--- src/rtl/mc_controller.sv ---
// Multicycle RV32I control unit: a Moore FSM that sequences lw/sw/R/I/beq/jal
// over a shared instruction/data memory, stretching memory states on MemReady.
module mc_controller (
    input  logic       clk,
    input  logic       reset,
    input  logic [6:0] op,
    input  logic [2:0] funct3,
    input  logic       funct7b5,
    input  logic       Zero,
    input  logic       MemReady,
    output logic       PCWrite,
    output logic       AdrSrc,
    output logic       MemWrite,
    output logic       IRWrite,
    output logic [1:0] ResultSrc,
    output logic [1:0] ALUSrcA,
    output logic [1:0] ALUSrcB,
    output logic [2:0] ALUControl,
    output logic [1:0] ImmSrc,
    output logic       RegWrite,
    output logic       InstrDone,
    output logic       Trap,
    output logic [3:0] State
);

    typedef enum logic [3:0] {
        FETCH    = 4'd0,
        DECODE   = 4'd1,
        MEMADR   = 4'd2,
        MEMREAD  = 4'd3,
        MEMWB    = 4'd4,
        MEMWRITE = 4'd5,
        EXECUTER = 4'd6,
        EXECUTEI = 4'd7,
        ALUWB    = 4'd8,
        BEQ      = 4'd9,
        JAL      = 4'd10,
        TRAP     = 4'd11
    } state_t;

    localparam logic [6:0] OP_LW   = 7'b0000011;
    localparam logic [6:0] OP_SW   = 7'b0100011;
    localparam logic [6:0] OP_R    = 7'b0110011;
    localparam logic [6:0] OP_I    = 7'b0010011;
    localparam logic [6:0] OP_BEQ  = 7'b1100011;
    localparam logic [6:0] OP_JAL  = 7'b1101111;

    state_t     state;
    state_t     next_state;
    logic [1:0] alu_op;

    // NOTE: non-blocking assignment for the state register so every flop
    // samples the pre-edge value of its inputs.
    always_ff @(posedge clk or posedge reset) begin
        if (reset) state <= FETCH;
        else       state <= next_state;
    end

    // NOTE: every output gets a default before the case, otherwise any state
    // that leaves one unassigned would infer a latch.
    always_comb begin
        next_state = FETCH;
        PCWrite    = 1'b0;
        AdrSrc     = 1'b0;
        MemWrite   = 1'b0;
        IRWrite    = 1'b0;
        ResultSrc  = 2'b00;
        ALUSrcA    = 2'b00;
        ALUSrcB    = 2'b00;
        alu_op     = 2'b00;
        RegWrite   = 1'b0;
        InstrDone  = 1'b0;
        Trap       = 1'b0;
        case (state)
            FETCH: begin
                ALUSrcB    = 2'b10;
                ResultSrc  = 2'b10;
                IRWrite    = MemReady;
                PCWrite    = MemReady;
                next_state = MemReady ? DECODE : FETCH;
            end
            DECODE: begin
                // Branch target OldPC+imm is parked in ALUOut here.
                ALUSrcA = 2'b01;
                ALUSrcB = 2'b01;
                case (op)
                    OP_LW, OP_SW: next_state = MEMADR;
                    OP_R:         next_state = EXECUTER;
                    OP_I:         next_state = EXECUTEI;
                    OP_BEQ:       next_state = BEQ;
                    OP_JAL:       next_state = JAL;
                    default:      next_state = TRAP;
                endcase
            end
            MEMADR: begin
                ALUSrcA    = 2'b10;
                ALUSrcB    = 2'b01;
                next_state = (op == OP_LW) ? MEMREAD : MEMWRITE;
            end
            MEMREAD: begin
                AdrSrc     = 1'b1;
                next_state = MemReady ? MEMWB : MEMREAD;
            end
            MEMWB: begin
                ResultSrc  = 2'b01;
                RegWrite   = 1'b1;
                InstrDone  = 1'b1;
                next_state = FETCH;
            end
            MEMWRITE: begin
                AdrSrc     = 1'b1;
                MemWrite   = 1'b1;
                InstrDone  = MemReady;
                next_state = MemReady ? FETCH : MEMWRITE;
            end
            EXECUTER: begin
                ALUSrcA    = 2'b10;
                alu_op     = 2'b10;
                next_state = ALUWB;
            end
            EXECUTEI: begin
                ALUSrcA    = 2'b10;
                ALUSrcB    = 2'b01;
                alu_op     = 2'b10;
                next_state = ALUWB;
            end
            ALUWB: begin
                RegWrite   = 1'b1;
                InstrDone  = 1'b1;
                next_state = FETCH;
            end
            BEQ: begin
                ALUSrcA    = 2'b10;
                alu_op     = 2'b01;
                PCWrite    = Zero;
                InstrDone  = 1'b1;
                next_state = FETCH;
            end
            JAL: begin
                // PC <= ALUOut (target); OldPC+4 goes to rd in ALUWB.
                ALUSrcA    = 2'b01;
                ALUSrcB    = 2'b10;
                PCWrite    = 1'b1;
                next_state = ALUWB;
            end
            TRAP: begin
                Trap       = 1'b1;
                next_state = TRAP;
            end
            default: next_state = FETCH;
        endcase
    end

    always_comb begin
        ALUControl = 3'b000;
        case (alu_op)
            2'b01:   ALUControl = 3'b001;
            2'b10: begin
                case (funct3)
                    3'b000:  ALUControl = (funct7b5 & op[5]) ? 3'b001 : 3'b000;
                    3'b010:  ALUControl = 3'b101;
                    3'b110:  ALUControl = 3'b011;
                    3'b111:  ALUControl = 3'b010;
                    default: ALUControl = 3'b000;
                endcase
            end
            default: ALUControl = 3'b000;
        endcase
    end

    always_comb begin
        case (op)
            OP_SW:   ImmSrc = 2'b01;
            OP_BEQ:  ImmSrc = 2'b10;
            OP_JAL:  ImmSrc = 2'b11;
            default: ImmSrc = 2'b00;
        endcase
    end

    assign State = state;

endmodule

--- config.mk ---
export PLATFORM = sky130hd
export DESIGN_NAME = mc_controller
export DESIGN_NICKNAME = d
export VERILOG_FILES = /design/src/rtl/mc_controller.sv
export SDC_FILE = /design/constraint.sdc
export NUM_CORES = 1
export LEC_CHECK = 0
export BUFFER_PORTS_ARGS = -buffer_cell sky130_fd_sc_hd__buf_2
export CAP_MARGIN = 20
export CORE_MARGIN = 4
export CORE_UTILIZATION = 40
export CTS_BUF_LIST = sky130_fd_sc_hd__clkbuf_4
export CTS_CLUSTER_DIAMETER = 40
export DETAILED_ROUTE_END_ITERATION = 10
export PLACE_DENSITY = 0.75
export SETUP_SLACK_MARGIN = 0.3
export SLEW_MARGIN = 15
export SYNTH_ARGS = -nofsm -noshare
export SYNTH_HDL_FRONTEND = slang
export SYNTH_SLANG_ARGS = --single-unit
--- constraint.sdc ---
create_clock -name clk -period 1.9 [get_ports clk]
set_clock_uncertainty 0.05 [all_clocks]
set_input_delay 0 -clock clk [delete_from_list [all_inputs] [get_ports clk]]
set_output_delay 0 -clock clk [all_outputs]
set_load 0.01 [all_outputs]
Word-level counts from Yosys, hierarchy flattened
Index checks and enable logic that the tools add are counted.
- eq/ne operators: 22
- mux-type cells: 21
- reductions and logical operators: 12
- bitwise operators: 1
- operators with widths (kind ; number):
    $pmux 4 s7 ; 1
    $pmux 4 s5 ; 1
    $eq 4x3->1 const B ; 4
    $eq 4x4->1 const B ; 4
    $pmux 2 s2 ; 4
    $eq 7x6->1 const B ; 2
    $eq 7x7->1 const B ; 2
    $pmux 3 s4 ; 1
    $reduce_or 2->1 ; 6
    $mux 3 ; 3
    $reduce_or 3->1 ; 3
    $eq 4x2->1 const B ; 2
    $eq 7x2->1 const B ; 1
    $eq 7x5->1 const B ; 1
    $mux 1 ; 7
    $eq 3x3->1 const B ; 2
    $pmux 2 s3 ; 1
    $pmux 3 s2 ; 1
    $eq 4x1->1 const B ; 1
    $logic_not 4->1 ; 1
    $reduce_or 4->1 ; 1
    $eq 3x2->1 const B ; 1
    $logic_not 3->1 ; 1
    $pmux 1 s3 ; 1
    4 further kinds ; 4
- bits of input ports: 15
- flip-flop bits (word level): 4

Logic depth before layout (Yosys ltp)
- depth in word-level cells: 5
- gate-level depth with buffers: 8
- gate-level depth less buffers: 7

Worst setup path after synthesis
No wires, ideal clock.
- path kind: flip-flop to output port
- start point: register state[2], in the netlist State[2]
- end point: output port ALUControl[2]
- stages on the path, launching flop included: 7
- path slack: 156 ps
- buffers on the path: 1
- required time: 1850 ps
- arrival: 1694 ps
- cells stage by stage: dfrtp_1 > buf_2 > nor2b_1 > and2_1 > inv_1 > ha_1 > nor4_1
- longest elaborated chain between the ends: 5
- RTL lines (item ; RTL line ; source):
    start, declared ; 48 ; state_t state;
    start signal, assigned ; 56 ; else state <= next_state;
    $eq 4x3->1 ; 74 ; case (state)
    $reduce_or 2->1 (no line) ; n/a ;
    $pmux 2 s2 (*) ; 74 ;
    $eq 2x2->1 or $eq 2x1->1 (tied branches) ; 156 ; case (alu_op)
    $pmux 3 s2 (*) ; 156 ;
    end, declared ; 18 ; output logic [2:0] ALUControl,
Mark *: on every way between the ends. The rest lies on a longest branch, timed or not.

Worst setup path after layout
- start point: register state[2], in the netlist State[2]
- end point: register state[0], in the netlist State[0]
- longest elaborated chain between the ends: 3
- RTL lines (item ; RTL line ; source):
    $eq 4x4->1 or $eq 4x3->1 (tied branches) ; 74 ;
    $reduce_or 3->1 (no line) ; n/a ;
    $pmux 4 s7 (*) ; 74 ;
    named net next_state[0] ; 49 ; state_t next_state;
The timed path passes the listed nets; every way through them passes the cells marked *.

==> flow_results.org <==
** STA
- Setup repair after global routing missed its margin :: true
- Final critical-path required period :: 1.665 ns
- For the pin with the worst max-slew slack, the measured transition is about 0.30 ns.
- Max transition margin :: 0.7997
- Accumulated negative setup slack :: 0 ns
- The number of pins with negative max-slew slack in the final report was 0.
- Peak clock frequency supported by timing :: 600.6 MHz
- Setup violations remaining at the end of the flow were counted as 0.
- The final-report hold violation count came to 0.
- In the finished design, the share of the clock period the worst path needs comes to 0.8764.
- In the post-route analysis, the smallest setup slack over all paths is 0.2349 ns.

** Detailed routing
- In the final routed layout, each cell accounts on average for 13.55 um.
- For this block, the initial DRC count from the detailed router was 15.
- The first TritonRoute pass finished after 4 iterations.
- Count of antenna-violating nets left after detailed routing :: 0
- Remaining design rule violation count :: 0
- Vias per cell :: between 5 and 6
- The final layout contains routed wiring with a total length of ~2100 um.
- Summing over every cut layer, the via total after detailed routing is roughly 860.

** Synthesis
- After synthesis the cells add up to just over 600 sq um.
- After synthesis the netlist holds a flip-flop and latch count of 4.
- The Yosys step of the flow raised 0 warnings.
- Avg Synthesized Cell Area :: ~6.7 sq um
- The cell count after synthesis came out at 92.
- Of the synthesized area, sequential elements account for 0.1626.
- Distinct cell type count of the synthesized netlist :: 34
- Nets in the synthesized netlist :: ~110

** Pwr
- Standby leakage power :: about 0.5 nW
- For this design the ratio of total power to cell area is 1339 nW/um^2.
- Maximum VDD drop :: around 0.89 mV
- Of the total power, registers draw 0.134.
- Summed over all nets, the switching power comes to around 660 uW.
- Fraction of power consumed by combinational cells :: 0.794
- Cell internal pwr :: about 740 uW
- Final total power :: 1.404 mW
- Of the total power, the share spent switching nets is 0.4734.
- Power share of the clock group :: 0.072

** Floorplan
- Number of placement rows :: 13
- Placeable core area :: 1366 sq um
- The die is 47.23 um tall.
- Measured along the x axis, the die boundary spans approximately 47 um.
- During I/O placement, the number of pins put on the boundary was 37.
- The initial utilization of the core area, before any placement, comes to 0.4505.
- The die covers about 2200 sq um.

** Worst setup path
- Cell family contributing the most delay on the critical path :: simple AND/OR/NAND/NOR gates
- Required time at the worst-slack endpoint :: about 2.0 ns
- Highest-delay cell along the critical path :: dfrtp_2
- Counting cells, the worst reg-to-reg path comes to 6.
- Critical Setup Path Class :: reg2reg
- The most critical setup path has its startpoint at State[2].
- In this run the number of cells on the critical path is 6.
- On the worst path, the slowest cell contributes a delay of ~0.43 ns.
- Crit. End Element :: flip-flop
- Worst-case register-to-register setup slack :: roughly 0.23 ns
- Data arrival time of the critical path :: 1.78 ns
- The critical path contains buffers and inverters numbering 2 combined.
- Capturing instance or port of the critical path :: State[0]
- Reg-to-reg startpoint :: State[2]
- Reg-to-reg endpoint :: State[0]
- The critical path goes through buf_4 > buf_4 > nor2_1 > nand2_1 > a211oi_1 > or3b_1.
- Crit start category :: flip-flop
- Cell repeated most along the worst path :: buf_4
- Largest fanout on the critical path :: 6

** Clocking
- TritonCTS clock tree :: done
- Clock-pin slew was measured on the worst setup and hold paths at roughly 0.04 ns.
- Maximum level of the CTS H-tree :: 1
- Maximum number of buffers from clock root to sink :: 2
- Number of sinks on the clock net :: 4
- Later-pin clock latency in the skew report :: roughly 0.23 ns
- TritonCTS Buffers :: 3
- Library cell used as clock root buffer :: clkbuf_4

** Layout
- Sequential cell area in the final layout :: between 100 and 150 sq um
- The register with the most flip-flops in the layout has 4 of them.
- Leaving out fill and tap cells, the most frequent cell in the layout is buf_2.
- Fraction of final layout cells with drive strength greater than 1 :: 0.5429
- Once layout is done, the placed cells without fillers occupy 1049 sq um.
- Top library cells by usage in the layout, fill and taps aside :: buf_2, nor2_1, buf_4
- The repair_antennas step left the layout with diodes totalling 0.
- Compared with the post-synthesis result, the final layout area differs by 70.33%.
- After filler insertion, the fill cell instance count of the layout stands at about 110.
- Net count of the finished layout :: about 160
- The multi-input combinational cells in the finished layout cover a total of around 600 sq um.

** Worst hold path
- Classification of the worst-slack hold path :: in2reg

** Placed design
- Final RePlAce weighted congestion :: roughly 0.81
- Timing analysis after detailed placement gives a worst setup slack of 0.2372 ns.
- Half-perimeter wire length of the detailed placement result :: 1541 um
- Once placement finished, the instance area stood at approximately 850 sq um.
- The count of buffers added on input and output ports is 36.

** Status
- Status :: completed

** Flow run
- Across the run, the number of max-cap violations was 0.

** Global route
- Global routing usage summed across all routing layers :: 0.1895
- Summed over all layers, the global routing overflow is 0.
- Wire length of the first global-routing pass :: 3111 um
- The via count of the first global-routing pass was between 700 and 800.
- Maximum number of pins on one net before global-route repair :: 14
- Antenna violations before repair :: 0
[worst register-to-register path, cell delays in order (launching register included)]
cell	delay (ns)
dfrtp_2	0.43
buf_4	0.18
buf_4	0.16
nor2_1	0.25
nand2_1	0.13
a211oi_1	0.26
or3b_1	0.16
[synthesized netlist by cell type]
cell	number	share of area
nor2_1	14	0.085
nor3_1	8	0.065
nand2_1	6	0.037
nand2b_1	6	0.061
inv_1	5	0.030
o21ai_0	5	0.041
dfrtp_1	4	0.16
nand3_1	4	0.033
nor2b_1	4	0.041
a21oi_1	3	0.024
and2_1	3	0.030
buf_2	3	0.024
and3_1	2	0.020
ha_1	2	0.041
nor4_1	2	0.020
o221ai_1	2	0.028
xnor2_1	2	0.028
a211oi_1	1	0.012
a311oi_1	1	0.014
a32oi_1	1	0.014
buf_1	1	0.0061
clkbuf_1	1	0.0061
mux2i_1	1	0.016
nand4b_1	1	0.014
nor2_4	1	0.018
nor3b_1	1	0.012
nor4b_1	1	0.014
o21a_1	1	0.012
o22a_1	1	0.014
o31ai_1	1	0.012
or2b_2	1	0.014
or3_4	1	0.018
or3b_1	1	0.014
xor2_1	1	0.014
[power groups by stage]
stage	sequential (mW)	combinational [mW]	clock [mW]
6_report	0.188	1.12	0.100
5_1_grt	0.195	1.21	0.113
4_1_cts	0.182	1.01	0.103
3_5_place_dp	0.190	0.843	0
3_3_place_gp	0.188	0.832	0
2_1_floorplan	0.172	0.546	0
[repair_timing]
action / 4_1_cts / 5_1_grt
pin swaps: 2 / 7
setup buffers: 6 / 1
endpoints found under the hold margin: 4 / 0
setup endpoints to repair: 4 / 8
gates resized for setup: 18 / 10
hold buffers: 1 / 0
[logic make-up (layout without fill, tap and decap cells)]
family / Yosys count / count (layout) / synth area share
and+or+nand+nor: 56 / 56 / 0.4980
AOI/OAI and AO/OA: 16 / 16 / 0.1728
buffers and inverters: 10 / 58 / 0.06706
DFF: 4 / 4 / 0.1626
xor gates and xnor gates: 3 / 3 / 0.04269
adders and majority gates: 2 / 2 / 0.04064
muxes: 1 / 1 / 0.01626
[cell type report]
type | count | area share
clock buffers | 3 | 0.02148
inverters | 5 | 0.01790
multi-input cells | 78 | 0.5644
flip-flops and latches | 4 | 0.1002
well taps | 15 | 0.01790
repair buffers | 50 | 0.2780
[how the worst min path moves through the flow]
stage / cells after the start / to / from / slack, ns
after global routing: 3 / State[2] / op[4] / 0.05
after CTS: 3 / State[2] / op[4] / 0.02
after global placement: 2 / State[0] / reset / -0.17
after floorplan: 1 / State[0] / reset / -0.28
after detailed placement: 2 / State[2] / reset / -0.17
final: 3 / State[2] / op[4] / 0.03
[metal layers]
| metal | track usage | wire (um) | up-vias |
|---|---|---|---|
| met1 | 0.2285 | 840 | 391 |
| met2 | 0.3422 | 1065 | 44 |
| met3 | 0.02682 | 180 | 3 |
| met4 | 0.05525 | 13 | 0 |
| met5 | 0 | 0 | - |
| li1 | - | - | 424 |
[metrics by stage]
stage	std cells	util	hold slack, ns
floorplan	92	-	-0.2839
global placement	144	0.6236	-0.1693
detailed placement	144	0.6236	-0.1653
CTS	154	0.7244	0.01916
global route	155	0.7674	0.04560
finish	155	0.7674	0.03476
Power figures use the tool's default switching activity.
